File: src/rtl/if_stage_if.sv
// Fetch-stage bundle: imem req/gnt/rvalid channel, control redirect/stall, and the decode-facing output.
// master = fetch stage side, slave = memory/control/decode environment side.
interface if_stage_if;
  logic        if_imem_req_o;
  logic [31:0] if_imem_addr_o;
  logic        imem_gnt_i;
  logic        imem_rvalid_i;
  logic [31:0] imem_rdata_i;
  logic        ctrl_stall_i;
  logic        ctrl_flush_i;
  logic [31:0] ctrl_jump_addr_i;
  logic [31:0] if_pc_o;
  logic [31:0] if_inst_o;
  logic        if_valid_o;

  modport master (
    output if_imem_req_o, if_imem_addr_o, if_pc_o, if_inst_o, if_valid_o,
    input  imem_gnt_i, imem_rvalid_i, imem_rdata_i,
    input  ctrl_stall_i, ctrl_flush_i, ctrl_jump_addr_i
  );

  modport slave (
    input  if_imem_req_o, if_imem_addr_o, if_pc_o, if_inst_o, if_valid_o,
    output imem_gnt_i, imem_rvalid_i, imem_rdata_i,
    output ctrl_stall_i, ctrl_flush_i, ctrl_jump_addr_i
  );
endinterface

File: src/rtl/if_stage.sv
// Instruction fetch stage with its generic show-ahead FIFO.

// Generic show-ahead FIFO with synchronous clear.
// Latency: a pushed word is visible at the head the cycle after the push.
// Backpressure: none internally; the caller never pushes when full unless it also pops.
module if_stage_fifo #(
  parameter int W     = 32,
  parameter int DEPTH = 2,
  parameter int CW    = $clog2(DEPTH + 1)
) (
  input  logic          clk,
  input  logic          rst,
  input  logic          clr,
  input  logic          push_vld,
  input  logic [W-1:0]  push_dat,
  input  logic          pop_vld,
  output logic [W-1:0]  head_dat,
  output logic          empty,
  output logic [CW-1:0] count
);
  localparam int AW = (DEPTH > 1) ? $clog2(DEPTH) : 1;

  logic [W-1:0]  mem [DEPTH];
  logic [AW-1:0] wr_ptr;
  logic [AW-1:0] rd_ptr;

  function automatic logic [AW-1:0] ptr_inc(input logic [AW-1:0] p);
    return (p == AW'(DEPTH - 1)) ? '0 : p + AW'(1);
  endfunction

  always_ff @(posedge clk) begin
    if (rst || clr) begin
      wr_ptr <= '0;
      rd_ptr <= '0;
      count  <= '0;
    end else begin
      if (push_vld) wr_ptr <= ptr_inc(wr_ptr);
      if (pop_vld)  rd_ptr <= ptr_inc(rd_ptr);
      case ({push_vld, pop_vld})
        2'b10:   count <= count + CW'(1);
        2'b01:   count <= count - CW'(1);
        default: ;
      endcase
    end
  end

  always_ff @(posedge clk) begin
    if (push_vld && !clr) mem[wr_ptr] <= push_dat;
  end

  assign head_dat = mem[rd_ptr];
  assign empty    = (count == '0);
endmodule

// Instruction fetch: owns the PC, issues imem word requests, buffers {pc, inst} pairs for decode.
// Latency: gnt in cycle N, rvalid in N+1, instruction presented in N+2; one per cycle sustained.
// Backpressure: stall holds the head; requests stop while in-flight plus buffered words reach DEPTH.
module if_stage #(
  parameter logic [31:0] RESET_PC = 32'h0000_0000,
  parameter int          DEPTH    = 2
) (
  input logic        clk,
  input logic        rst,
  if_stage_if.master bus
);
  localparam int          CW  = $clog2(DEPTH + 1);
  localparam logic [31:0] NOP = 32'h0000_0013;

  logic [31:0]   fetch_pc;
  logic [31:0]   jump_addr;
  logic [CW-1:0] os;
  logic [CW-1:0] discard;
  logic [CW-1:0] out_cnt;
  logic          out_empty;
  logic          pcq_empty;
  logic [31:0]   pcq_head;
  logic [63:0]   out_head;
  logic          flush;
  logic          pop;
  logic          grant;
  logic          resp_take;
  logic [CW:0]   used;

  assign flush     = bus.ctrl_flush_i;
  assign jump_addr = bus.ctrl_jump_addr_i & ~32'h3;
  assign pop       = !out_empty && !bus.ctrl_stall_i;

  // Credit covers live outstanding requests plus buffered words, net of this cycle's pop.
  assign used = {1'b0, os} + {1'b0, out_cnt} - {{CW{1'b0}}, pop};

  assign bus.if_imem_req_o  = !rst && !flush && (used < (CW + 1)'(DEPTH));
  assign bus.if_imem_addr_o = fetch_pc;
  assign grant              = bus.if_imem_req_o && bus.imem_gnt_i;
  assign resp_take          = bus.imem_rvalid_i && (discard == '0) && !pcq_empty && !flush;

  always_ff @(posedge clk) begin
    if (rst) begin
      fetch_pc <= RESET_PC;
      discard  <= '0;
    end else if (flush) begin
      fetch_pc <= jump_addr;
      // Every pre-flush request becomes stale; an rvalid this cycle retires one of them either way.
      discard  <= discard + os - CW'(bus.imem_rvalid_i);
    end else begin
      if (grant) fetch_pc <= fetch_pc + 32'd4;
      if (bus.imem_rvalid_i && (discard != '0)) discard <= discard - CW'(1);
    end
  end

  // The outstanding count is exactly the PC queue occupancy.
  if_stage_fifo #(.W(32), .DEPTH(DEPTH), .CW(CW)) u_pc_queue (
    .clk      (clk),
    .rst      (rst),
    .clr      (flush),
    .push_vld (grant),
    .push_dat (fetch_pc),
    .pop_vld  (resp_take),
    .head_dat (pcq_head),
    .empty    (pcq_empty),
    .count    (os)
  );

  if_stage_fifo #(.W(64), .DEPTH(DEPTH), .CW(CW)) u_out_fifo (
    .clk      (clk),
    .rst      (rst),
    .clr      (flush),
    .push_vld (resp_take),
    .push_dat ({pcq_head, bus.imem_rdata_i}),
    .pop_vld  (pop && !flush),
    .head_dat (out_head),
    .empty    (out_empty),
    .count    (out_cnt)
  );

  assign bus.if_valid_o = !out_empty;
  assign bus.if_pc_o    = out_empty ? 32'h0 : out_head[63:32];
  assign bus.if_inst_o  = out_empty ? NOP   : out_head[31:0];
endmodule
File: src/flat_wrapper.sv
// flat-port wrapper written by rule: the top's interface ports become plain ports
module if_stage_flat 
#(
  parameter logic [31:0] RESET_PC = 32'h0000_0000,
  parameter int          DEPTH    = 2
)
  (clk, rst, bus_if_imem_req_o, bus_if_imem_addr_o, bus_if_pc_o, bus_if_inst_o, bus_if_valid_o, bus_imem_gnt_i, bus_imem_rvalid_i, bus_imem_rdata_i, bus_ctrl_stall_i, bus_ctrl_flush_i, bus_ctrl_jump_addr_i);
  if_stage_if bus_i ();
  input logic clk;
  input logic rst;
  output wire logic [$bits(bus_i.if_imem_req_o)-1:0] bus_if_imem_req_o;
  output wire logic [$bits(bus_i.if_imem_addr_o)-1:0] bus_if_imem_addr_o;
  output wire logic [$bits(bus_i.if_pc_o)-1:0] bus_if_pc_o;
  output wire logic [$bits(bus_i.if_inst_o)-1:0] bus_if_inst_o;
  output wire logic [$bits(bus_i.if_valid_o)-1:0] bus_if_valid_o;
  input wire logic [$bits(bus_i.imem_gnt_i)-1:0] bus_imem_gnt_i;
  input wire logic [$bits(bus_i.imem_rvalid_i)-1:0] bus_imem_rvalid_i;
  input wire logic [$bits(bus_i.imem_rdata_i)-1:0] bus_imem_rdata_i;
  input wire logic [$bits(bus_i.ctrl_stall_i)-1:0] bus_ctrl_stall_i;
  input wire logic [$bits(bus_i.ctrl_flush_i)-1:0] bus_ctrl_flush_i;
  input wire logic [$bits(bus_i.ctrl_jump_addr_i)-1:0] bus_ctrl_jump_addr_i;
  assign bus_if_imem_req_o = bus_i.if_imem_req_o;
  assign bus_if_imem_addr_o = bus_i.if_imem_addr_o;
  assign bus_if_pc_o = bus_i.if_pc_o;
  assign bus_if_inst_o = bus_i.if_inst_o;
  assign bus_if_valid_o = bus_i.if_valid_o;
  assign bus_i.imem_gnt_i = bus_imem_gnt_i;
  assign bus_i.imem_rvalid_i = bus_imem_rvalid_i;
  assign bus_i.imem_rdata_i = bus_imem_rdata_i;
  assign bus_i.ctrl_stall_i = bus_ctrl_stall_i;
  assign bus_i.ctrl_flush_i = bus_ctrl_flush_i;
  assign bus_i.ctrl_jump_addr_i = bus_ctrl_jump_addr_i;
  if_stage #(.RESET_PC(RESET_PC), .DEPTH(DEPTH)) u_core (.clk(clk), .rst(rst), .bus(bus_i));
endmodule
File: config.mk
export PLATFORM = sky130hd
export DESIGN_NAME = if_stage_flat
export DESIGN_NICKNAME = d
export VERILOG_FILES = /design/src/rtl/if_stage_if.sv /design/src/rtl/if_stage.sv /design/src/flat_wrapper.sv
export SDC_FILE = /design/constraint.sdc
export NUM_CORES = 1
export LEC_CHECK = 0
export BUFFER_PORTS_ARGS = -buffer_cell sky130_fd_sc_hd__buf_2
export CORE_ASPECT_RATIO = 1.25
export CORE_UTILIZATION = 36
export CTS_CLUSTER_SIZE = 14
export DETAILED_ROUTE_END_ITERATION = 10
export HOLD_SLACK_MARGIN = 0.15
export PLACE_DENSITY = 0.58
export SYNTH_ARGS = -nofsm -noshare
export SYNTH_HDL_FRONTEND = slang
export SYNTH_SLANG_ARGS = --single-unit
File: constraint.sdc
create_clock -name clk -period 10.9 [get_ports clk]
set_clock_uncertainty 0.15 [all_clocks]
set_input_delay 1.09 -clock clk [delete_from_list [all_inputs] [get_ports clk]]
set_output_delay 1.09 -clock clk [all_outputs]
set_load 0.05 [all_outputs]
==> results of run 1 <==
==> cells in the mapped netlist (all sizes together), types with 2 or more instances <==
cell type  instances  area, sq um
a2111oi            2        17.52
a211oi             8        60.06
a21oi              4        20.02
a311oi             8        70.07
a31oi              7        43.79
and2              10        62.56
and3               5        31.28
and4               3        26.28
buf               12        72.57
clkbuf            28        105.1
dfxtp             42        840.8
edfxtp           184         5525
ha                 8        100.1
inv               16        60.05
mux2              30        337.8
mux2i             63        630.6
nand2             20        75.07
nand2b             3        18.77
nand3             10        50.05
nand4             14        102.6
nor2              95        359.1
nor2b              2        12.51
nor3               5        25.02
nor4               3        18.77
o211ai            14        105.1
o21ai              7        35.03
o311ai             2        17.52
o31ai              8        60.06
or2                2        12.51
or3               10        66.31
or4               14        108.9
or4b               3        30.03
xnor2              9        78.83
xor2              11        103.9
==> power by group through the flow <==
stage	Sequential [mW]	Combinational (mW)	Clock, mW
floorplan	1.00	0.0453	0
global placement	0.984	0.104	0
detailed placement	0.985	0.105	0
CTS	0.966	0.105	0.862
global route	0.968	0.113	0.894
finish	0.966	0.104	0.841
==> placed cells by master, fill, tap and decap left out, types with 9 or more instances in the layout <==
| master | n |
|---|---|
| nand2_1 | 20 |
| or4_1 | 13 |
| xnor2_1 | 9 |
| dfxtp_1 | 41 |
| o211ai_1 | 14 |
| clkbuf_16 | 25 |
| xor2_1 | 10 |
| nor2_1 | 91 |
| inv_1 | 15 |
| buf_2 | 161 |
| nand3_1 | 10 |
| mux2i_1 | 63 |
| nand4_1 | 13 |
| mux2_2 | 30 |
| edfxtp_1 | 184 |
==> routing by layer <==
metal  up-vias  share of wire [%]  GRT usage (%)
met5         -                  0              0
met4         0                2.2          5.083
met3        25                5.2          2.537
met2       169                 50          27.07
met1      2853                 43          19.99
li1       2840                  -              -
==> worst paths after layout <==
check	endpoint	slack (ns)	cells past startpoint
setup / recovery	bus_if_imem_req_o	6.50	8
hold / removal	u_core.u_out_fifo.rd_ptr	0.37	2
setup reg to reg	u_core.bus.if_imem_addr_o[17]	7.00	9
hold reg to reg	u_core.u_out_fifo.rd_ptr	0.37	2
==> tightest hold or removal path, stage by stage (launching register included) <==
cell and delay (ns):
dfxtp_1 0.33, xnor2_1 0.08, nor2_1 0.08
==> registers in the layout, indices dropped and copies added, names as in the netlist, named ones only <==
signal / flops
u_core.u_out_fifo.mem: 124
u_core.u_pc_queue.mem: 60
u_core.bus.if_imem_addr_o: 30
u_core.discard: 2
u_core.u_out_fifo.count: 2
u_core.u_pc_queue.count: 2
u_core.u_out_fifo.rd_ptr: 1
u_core.u_out_fifo.wr_ptr: 1
u_core.u_pc_queue.rd_ptr: 1
u_core.u_pc_queue.wr_ptr: 1
==> cell families after synthesis <==
kind of cell,after synthesis
DFF,226
and+or+nand+nor,201
muxes,93
AOI/OAI and AO/OA,67
buffers and inverters,56
xor gates and xnor gates,20
adders and majority gates,9
other,1
==> per-stage QoR <==
stage / power [mW] / hold slack (ns) / setup slack, ns
after floorplan: 1.049 / 0.3214 / 6.011
after global placement: 1.087 / 0.3459 / 6.234
after detailed placement: 1.090 / 0.3552 / 6.203
after CTS: 1.934 / 0.3739 / 6.475
after global routing: 1.975 / 0.3987 / 6.358
final: 1.912 / 0.3727 / 6.497
==> area by class of cell <==
type                       count  area [sq um]  area share, %
clock buffer                  35         703.2          6.185
clock inverter                 9         123.9          1.090
inverter                      16         60.06         0.5283
multi-input combinational    394          2841          24.99
sequential                   226          6370          56.03
tap                          335         419.2          3.687
timing repair buffer         167         850.8          7.484
==> results.cfg, run 1 <==
[critical_path]
crit_family = adder cells
cp_cell_sequence = buf_2 -> nor2_1 -> ha_1 -> nand2b_1 -> fa_1 -> xor2_2 -> and3_1 -> buf_2
cp_slowest_cell = fa_1
setup.worst_path.start = bus_ctrl_stall_i
end_kind = primary output
r2r_start = u_core.u_out_fifo.count[0]
worst_ep_arrival_time_ns = 3.16
path_class = primary input to primary output
startpoint_type = primary input
path_max_fanout = 10
crit_buf_inv = 2
cp_slowest_stage_delay_ns = 0.45
required_ns = 9.66
path_common_cell = buf_2

[place]
place_congestion = 0.7900
post_dp_cell_area_sq_um = 10540
port_buffers = 161
dpl.cell_count = 1138
dp_hpwl_mm = 13.28

[clocking]
cts.repair_timing.setup_buffer_count = 0
clock_latency_ns = 0.51
cts.repair.resized = 0
postCtsHoldBufs = 0
cts_max_level = 1
clock_path_buffers = 3
cts_tree = yes
clk_pin_slew_worst_paths_ns = 0.06
numCtsBuffers = 24
cts_num_sinks = 226
clock-root-buffer = clkbuf_16

[power]
swShare_pct = 21.68
p_seq_share_pct = 50.5
power_density_nw_per_um2 = 168.2
clkPwrFrac_pct = 44.0
combPwrFrac_pct = 5.5
p_sw_uw = 414.5
leakagePower_nw = 4.027
intPower_mw = 1.497
vdd_drop_max_mv = 0.08931

[global_routing]
overflow = 0
grt.total_usage_pct = 15.67
grt_pass1_vias = 5798
grt_max_degree = 63
grt_pass1_wl_mm = 32.57
grt_antenna_before_repair = 0

[synth]
synth_top_family_by_area = simple AND/OR/NAND/NOR gates
syn_area_sq_um = 9414
synth.avg_cell_area_sq_um = 13.99
ys_ff_latch = 226
synth-simple-area-share_pct = 11.02
yosysWarnings = 0
synth.area.mux_share_pct = 10.29
synth_seq_area_share_pct = 67.62
synth-adder-area-share_pct = 1.276
synth-compound-area-share_pct = 5.290
synth-edff-count = 184
async_reset_ff_share_pct = 0
synth-xor-area-share_pct = 1.940
synthCells = 673
netlist-cell-type-count = 55
synth_ff_type = edfxtp_1

[floorplanning]
io_pins = 168
die_w_um = 146.6
rows = 65
initial_utilization_pct = 36.98
die_h_um = 182.8
core-area_sq_um = 25460
die_area_sq_um = 26800

[detailed_routing]
vias = 5887
drt_iter0_drc = 401
via_per_inst = 4.981
ant_nets = 0
dr.pass1.iters = 4
routedWlPerCell_um = 17.82
wl_mm = 21.07
drc = 0

[layout]
nets = 908
fin_cells = 1182
finish.instance_area_sq_um = 11370
fin_util_pct = 44.66
num_antenna_cells = 0
n_fill_cell = 2310
drive_above_1_share_pct = 29.75
area_delta_synth_final_pct = 20.76

[sta]
rsz0062_at_grt = no
max_freq_mhz = 227.1
setup_viol = 0
hold_violations = 0
setup_tns_ns = 0
post-route-min-period_ns = 4.403
worst_pin_slew_ns = 0.9469
max_slew_margin_pct = 36.88
fin_crit_sh_pct = 40.40
slew_viol_final = 0

[worst_hold_path]
worstHoldStart = u_core.u_out_fifo.rd_ptr
min_path_type = flip-flop to flip-flop

[outcome]
status = completed

[run]
cap_violations = 0
(Power assumes the default switching activity.)
==> run 2: changes to the inputs <==
PLACE_DENSITY = 0.6   (was 0.58)
clock period = 3.7 ns   (was 10.9 ns; I/O delays follow)
==> results.cfg, run 2 (same netlist as run 1, synthesis figures left out) <==
[layout]
finish.instance_area_sq_um = 12070
drive_above_1_share_pct = 28.00
area_delta_synth_final_pct = 28.16
nets = 979
fin_cells = 1253
n_fill_cell = 2290
regMostFlops = u_core.u_out_fifo.mem
layout_commonest_cell = edfxtp_1
final_cell_mix = edfxtp_1, buf_2, nor2_1
num_antenna_cells = 0
largest_register_ffs = 124

[sta]
max_freq_mhz = 290.9
worst_pin_slew_ns = 0.7802
slew_viol_final = 0
hold_ws_ns = 0.1511
hold_violations = 0
rsz0062_at_grt = no
setup_viol = 0
fin_crit_sh_pct = 92.91
post-route-min-period_ns = 3.438
max_slew_margin_pct = 47.91
setup_tns_ns = 0

[detailed_routing]
wl_mm = 21.61
wl_met2_mm = 10.95
highest_layer = met4
vias = 6155
via_per_inst = 4.912
routedWlPerCell_um = 17.25
wl_met1_mm = 9.134
ant_nets = 0
drt_iter0_drc = 336
drc = 0
dr.pass1.iters = 4
routed-wl-met3_um = 991

[global_routing]
overflow = 0
grt_pass1_vias = 6045
grt_max_degree = 63
grt_pass1_wl_mm = 33.61
grt.total_usage_pct = 16.20
grt_antenna_before_repair = 0

[floorplanning]
io_pins = 168
initial_utilization_pct = 36.98
die_w_um = 146.6
die_area_sq_um = 26800
rows = 65
core-area_sq_um = 25460
die_h_um = 182.8

[clocking]
clock-root-buffer = clkbuf_16
numCtsBuffers = 24
clock_path_buffers = 3
cts.repair.resized = 0
cts.repair_timing.setup_buffer_count = 0
cts_num_sinks = 226
cts_tree = yes
clk_pin_slew_worst_paths_ns = 0.06
cts_max_level = 1
clock_latency_ns = 0.51

[place]
post_dp_cell_area_sq_um = 10660
place_congestion = 0.7984
dpl.cell_count = 1147
dp_hpwl_mm = 13.57
port_buffers = 161

[power]
p_sw_mw = 1.206
vdd_drop_max_mv = 0.2844
combPwrFrac_pct = 6.5
power_density_nw_per_um2 = 462.2
leakagePower_nw = 4.316
p_seq_share_pct = 51.1
intPower_mw = 4.371
swShare_pct = 21.63
clkPwrFrac_pct = 42.4
finalPower_mw = 5.577

[outcome]
status = completed

[critical_path]
required_ns = 3.18
reg2regPathDepth = 10
end_kind = primary output
path_max_fanout = 9
path_class = primary input to primary output
startpoint_type = primary input
worst_ep_arrival_time_ns = 2.92

[worst_hold_path]
min_path_cells = 4
min_path_type = primary input to flip-flop

[run]
cap_violations = 0
-- run 2: cell count changes in the layout (fill, tap and decap cells not counted) --
| cell | change |
|---|---|
| buf_12 | +4 |
| buf_4 | +5 |
| clkbuf_1 | -1 |
| clkbuf_8 | -4 |
| clkinv_1 | +5 |
| clkinv_4 | -1 |
| clkinvlp_4 | +1 |
| dlygate4sd3_1 | +62 |
-- run 2: cell type report --
type	instances	area (sq um)	area share [%]
clock buffer	30	644.4	5.341
clock inverter	14	141.4	1.172
inverter	16	60.06	0.4978
multi-input combinational	394	2841	23.55
sequential	226	6370	52.79
tap	335	419.2	3.474
timing repair buffer	238	1589	13.17
-- run 2: per-stage QoR --
stage	setup WS [ns]	utilization (%)
2_1_floorplan	0.1892	-
3_3_place_gp	0.3934	41.87
3_5_place_dp	0.3227	41.87
4_1_cts	0.2621	47.40
5_1_grt	0.1058	47.40
6_report	0.2622	47.40
-- run 2: power groups by stage --
stage | Sequential [mW] | Clock [mW] | Combinational (mW)
after floorplan | 2.96 | 0 | 0.134
after global placement | 2.90 | 0 | 0.311
after detailed placement | 2.90 | 0 | 0.314
after CTS | 2.85 | 2.44 | 0.366
after global routing | 2.85 | 2.53 | 0.394
final | 2.85 | 2.37 | 0.364
-- run 2: worst paths after layout --
path / start / to / slack (ns)
hold reg to reg: u_core.u_pc_queue.rd_ptr / u_core.u_pc_queue.rd_ptr / 0.36
setup reg to reg: u_core.u_out_fifo.count[0] / u_core.bus.if_imem_addr_o[22] / 0.33
setup / recovery: bus_ctrl_stall_i / bus_if_imem_req_o / 0.26
hold / removal: bus_ctrl_jump_addr_i[15] / u_core.bus.if_imem_addr_o[15] / 0.15
-- run 2: repair_timing --
action                                  4_1_cts  5_1_grt
endpoints found under the setup margin        0        0
endpoints found under the hold margin        95        0
hold buffers                                 62        0
-- run 2: worst max-delay path: stages --
cell           delay [ns]
dlygate4sd3_1        0.53
buf_2                0.13
nor2_1               0.20
ha_1                 0.26
nand2b_1             0.15
fa_1                 0.45
xor2_2               0.20
buf_4                0.18
and3_1               0.18
buf_2                0.27
-- run 2: routing by layer --
layer | vias to the layer above | global-route usage, %
li1 | 2987 | -
met1 | 2978 | 20.11
met2 | 161 | 28.63
met3 | 29 | 2.363
met4 | 0 | 5.708
met5 | - | 0
==> run 3: changes to the inputs <==
CTS_BUF_LIST = sky130_fd_sc_hd__clkbuf_4 sky130_fd_sc_hd__clkbuf_8   (was not set)
==> results.cfg, run 3 (same netlist as run 1, synthesis figures left out) <==
[layout]
layout_commonest_cell = edfxtp_1
nets = 993
drive_above_1_share_pct = 30.07
finish.instance_area_sq_um = 11990
n_fill_cell = 2302
area_delta_synth_final_pct = 27.41
final_cell_mix = edfxtp_1, buf_2, nor2_1
largest_register_ffs = 124
num_antenna_cells = 0
fin_util_pct = 47.12
regMostFlops = u_core.u_out_fifo.mem
fin_cells = 1276

[sta]
post-route-min-period_ns = 3.430
fin_crit_sh_pct = 92.71
rsz0062_at_grt = no
hold_ws_ns = 0.2254
hold_violations = 0
max_slew_margin_pct = 46.56
setup_tns_ns = 0
max_freq_mhz = 291.5
fin_ws_ns = 0.2696
worst_pin_slew_ns = 0.8004
slew_viol_final = 0
setup_viol = 0

[critical_path]
cp_slowest_cell = dlygate4sd3_1
cp_slowest_stage_delay_ns = 0.53
end_kind = primary output
path_common_cell = buf_2
cp_cell_sequence = dlygate4sd3_1 -> buf_2 -> nor2_1 -> ha_1 -> nand2b_1 -> fa_1 -> xor2_2 -> buf_4 -> and3_1 -> buf_2
worst_ep_arrival_time_ns = 2.91
required_ns = 3.18
crit_buf_inv = 4
path_max_fanout = 9
path_class = primary input to primary output
crit_family = buffers and inverters
startpoint_type = primary input

[global_routing]
grt_max_degree = 63
overflow = 0
grt.total_usage_pct = 16.40
grt_pass1_vias = 6144
grt_pass1_wl_mm = 33.82
grt_antenna_before_repair = 0

[clocking]
clock_latency_ns = 0.52
cts.repair.resized = 0
cts_max_level = 2
clk_pin_slew_worst_paths_ns = 0.06
clock_path_buffers = 3
numCtsBuffers = 37
cts_num_sinks = 226
cts_tree = yes
clock-root-buffer = clkbuf_8

[worst_hold_path]
min_path_type = primary input to flip-flop

[floorplanning]
die_h_um = 182.8
io_pins = 168
initial_utilization_pct = 36.98
die_w_um = 146.6
core-area_sq_um = 25460
die_area_sq_um = 26800
rows = 65

[place]
post-place-ws_ns = 0.3227
port_buffers = 161
dp_hpwl_mm = 13.57
post_dp_cell_area_sq_um = 10660
dpl.cell_count = 1147
place_congestion = 0.7984

[power]
swShare_pct = 23.02
p_seq_share_pct = 54.0
clkPwrFrac_pct = 39.1
intPower_mw = 4.059
leakagePower_nw = 4.315
combPwrFrac_pct = 6.9
finalPower_mw = 5.272
vdd_drop_max_mv = 0.2503
p_sw_mw = 1.214
power_density_nw_per_um2 = 439.6

[detailed_routing]
dr.pass1.iters = 4
vias = 6219
via_per_inst = 4.874
drc = 0
ant_nets = 0
drt_iter0_drc = 274
wl_mm = 21.74
routedWlPerCell_um = 17.04

[run]
cap_violations = 0

[outcome]
status = completed
run 3: power groups by stage:
stage	logic [mW]	clock network (mW)	registers (mW)
2_1_floorplan	0.134	0	2.96
3_3_place_gp	0.311	0	2.90
3_5_place_dp	0.314	0	2.90
4_1_cts	0.367	2.14	2.85
5_1_grt	0.395	2.25	2.85
6_report	0.365	2.06	2.85
run 3: per-layer routing:
metal / GRT usage (%) / share of wire [%] / vias up / routed length [um]
li1: - / - / 3015 / -
met1: 20.03 / 42 / 2993 / 9179
met2: 28.45 / 50 / 174 / 10970
met3: 2.836 / 4.7 / 37 / 1013
met4: 7.042 / 2.7 / 0 / 579
met5: 0 / 0 / - / 0
run 3: what timing repair did:
action / in CTS / in global routing
hold buffers: 63 / 0
endpoints found under the hold margin: 96 / 0
buffers inserted: 0 / 0
run 3: worst paths after layout:
path                               from                    endpoint  slack [ns]  depth (start not counted)
max                    bus_ctrl_stall_i           bus_if_imem_req_o        0.27                         10
min                    bus_ctrl_flush_i           u_core.discard[0]        0.23                          4
max reg2reg  u_core.u_out_fifo.count[0]  u_core.u_pc_queue.count[1]        0.33                         11
min reg2reg    u_core.u_pc_queue.rd_ptr    u_core.u_pc_queue.rd_ptr        0.36                          2
run 3: area by class of cell:
cell class | count | area, sq um | share of cell area [%]
multi-input cells | 394 | 2841 | 23.69
flip-flops and latches | 226 | 6370 | 53.11
clock inverters | 12 | 55.05 | 0.4590
clock buffers | 54 | 649.4 | 5.414
inverters | 16 | 60.06 | 0.5007
repair buffers | 239 | 1599 | 13.33
well taps | 335 | 419.2 | 3.495
run 3: tightest hold or removal path, stage by stage:
cell and delay [ns]:
buf_2 0.11, buf_4 0.22, nand2_1 0.09, a21oi_1 0.05
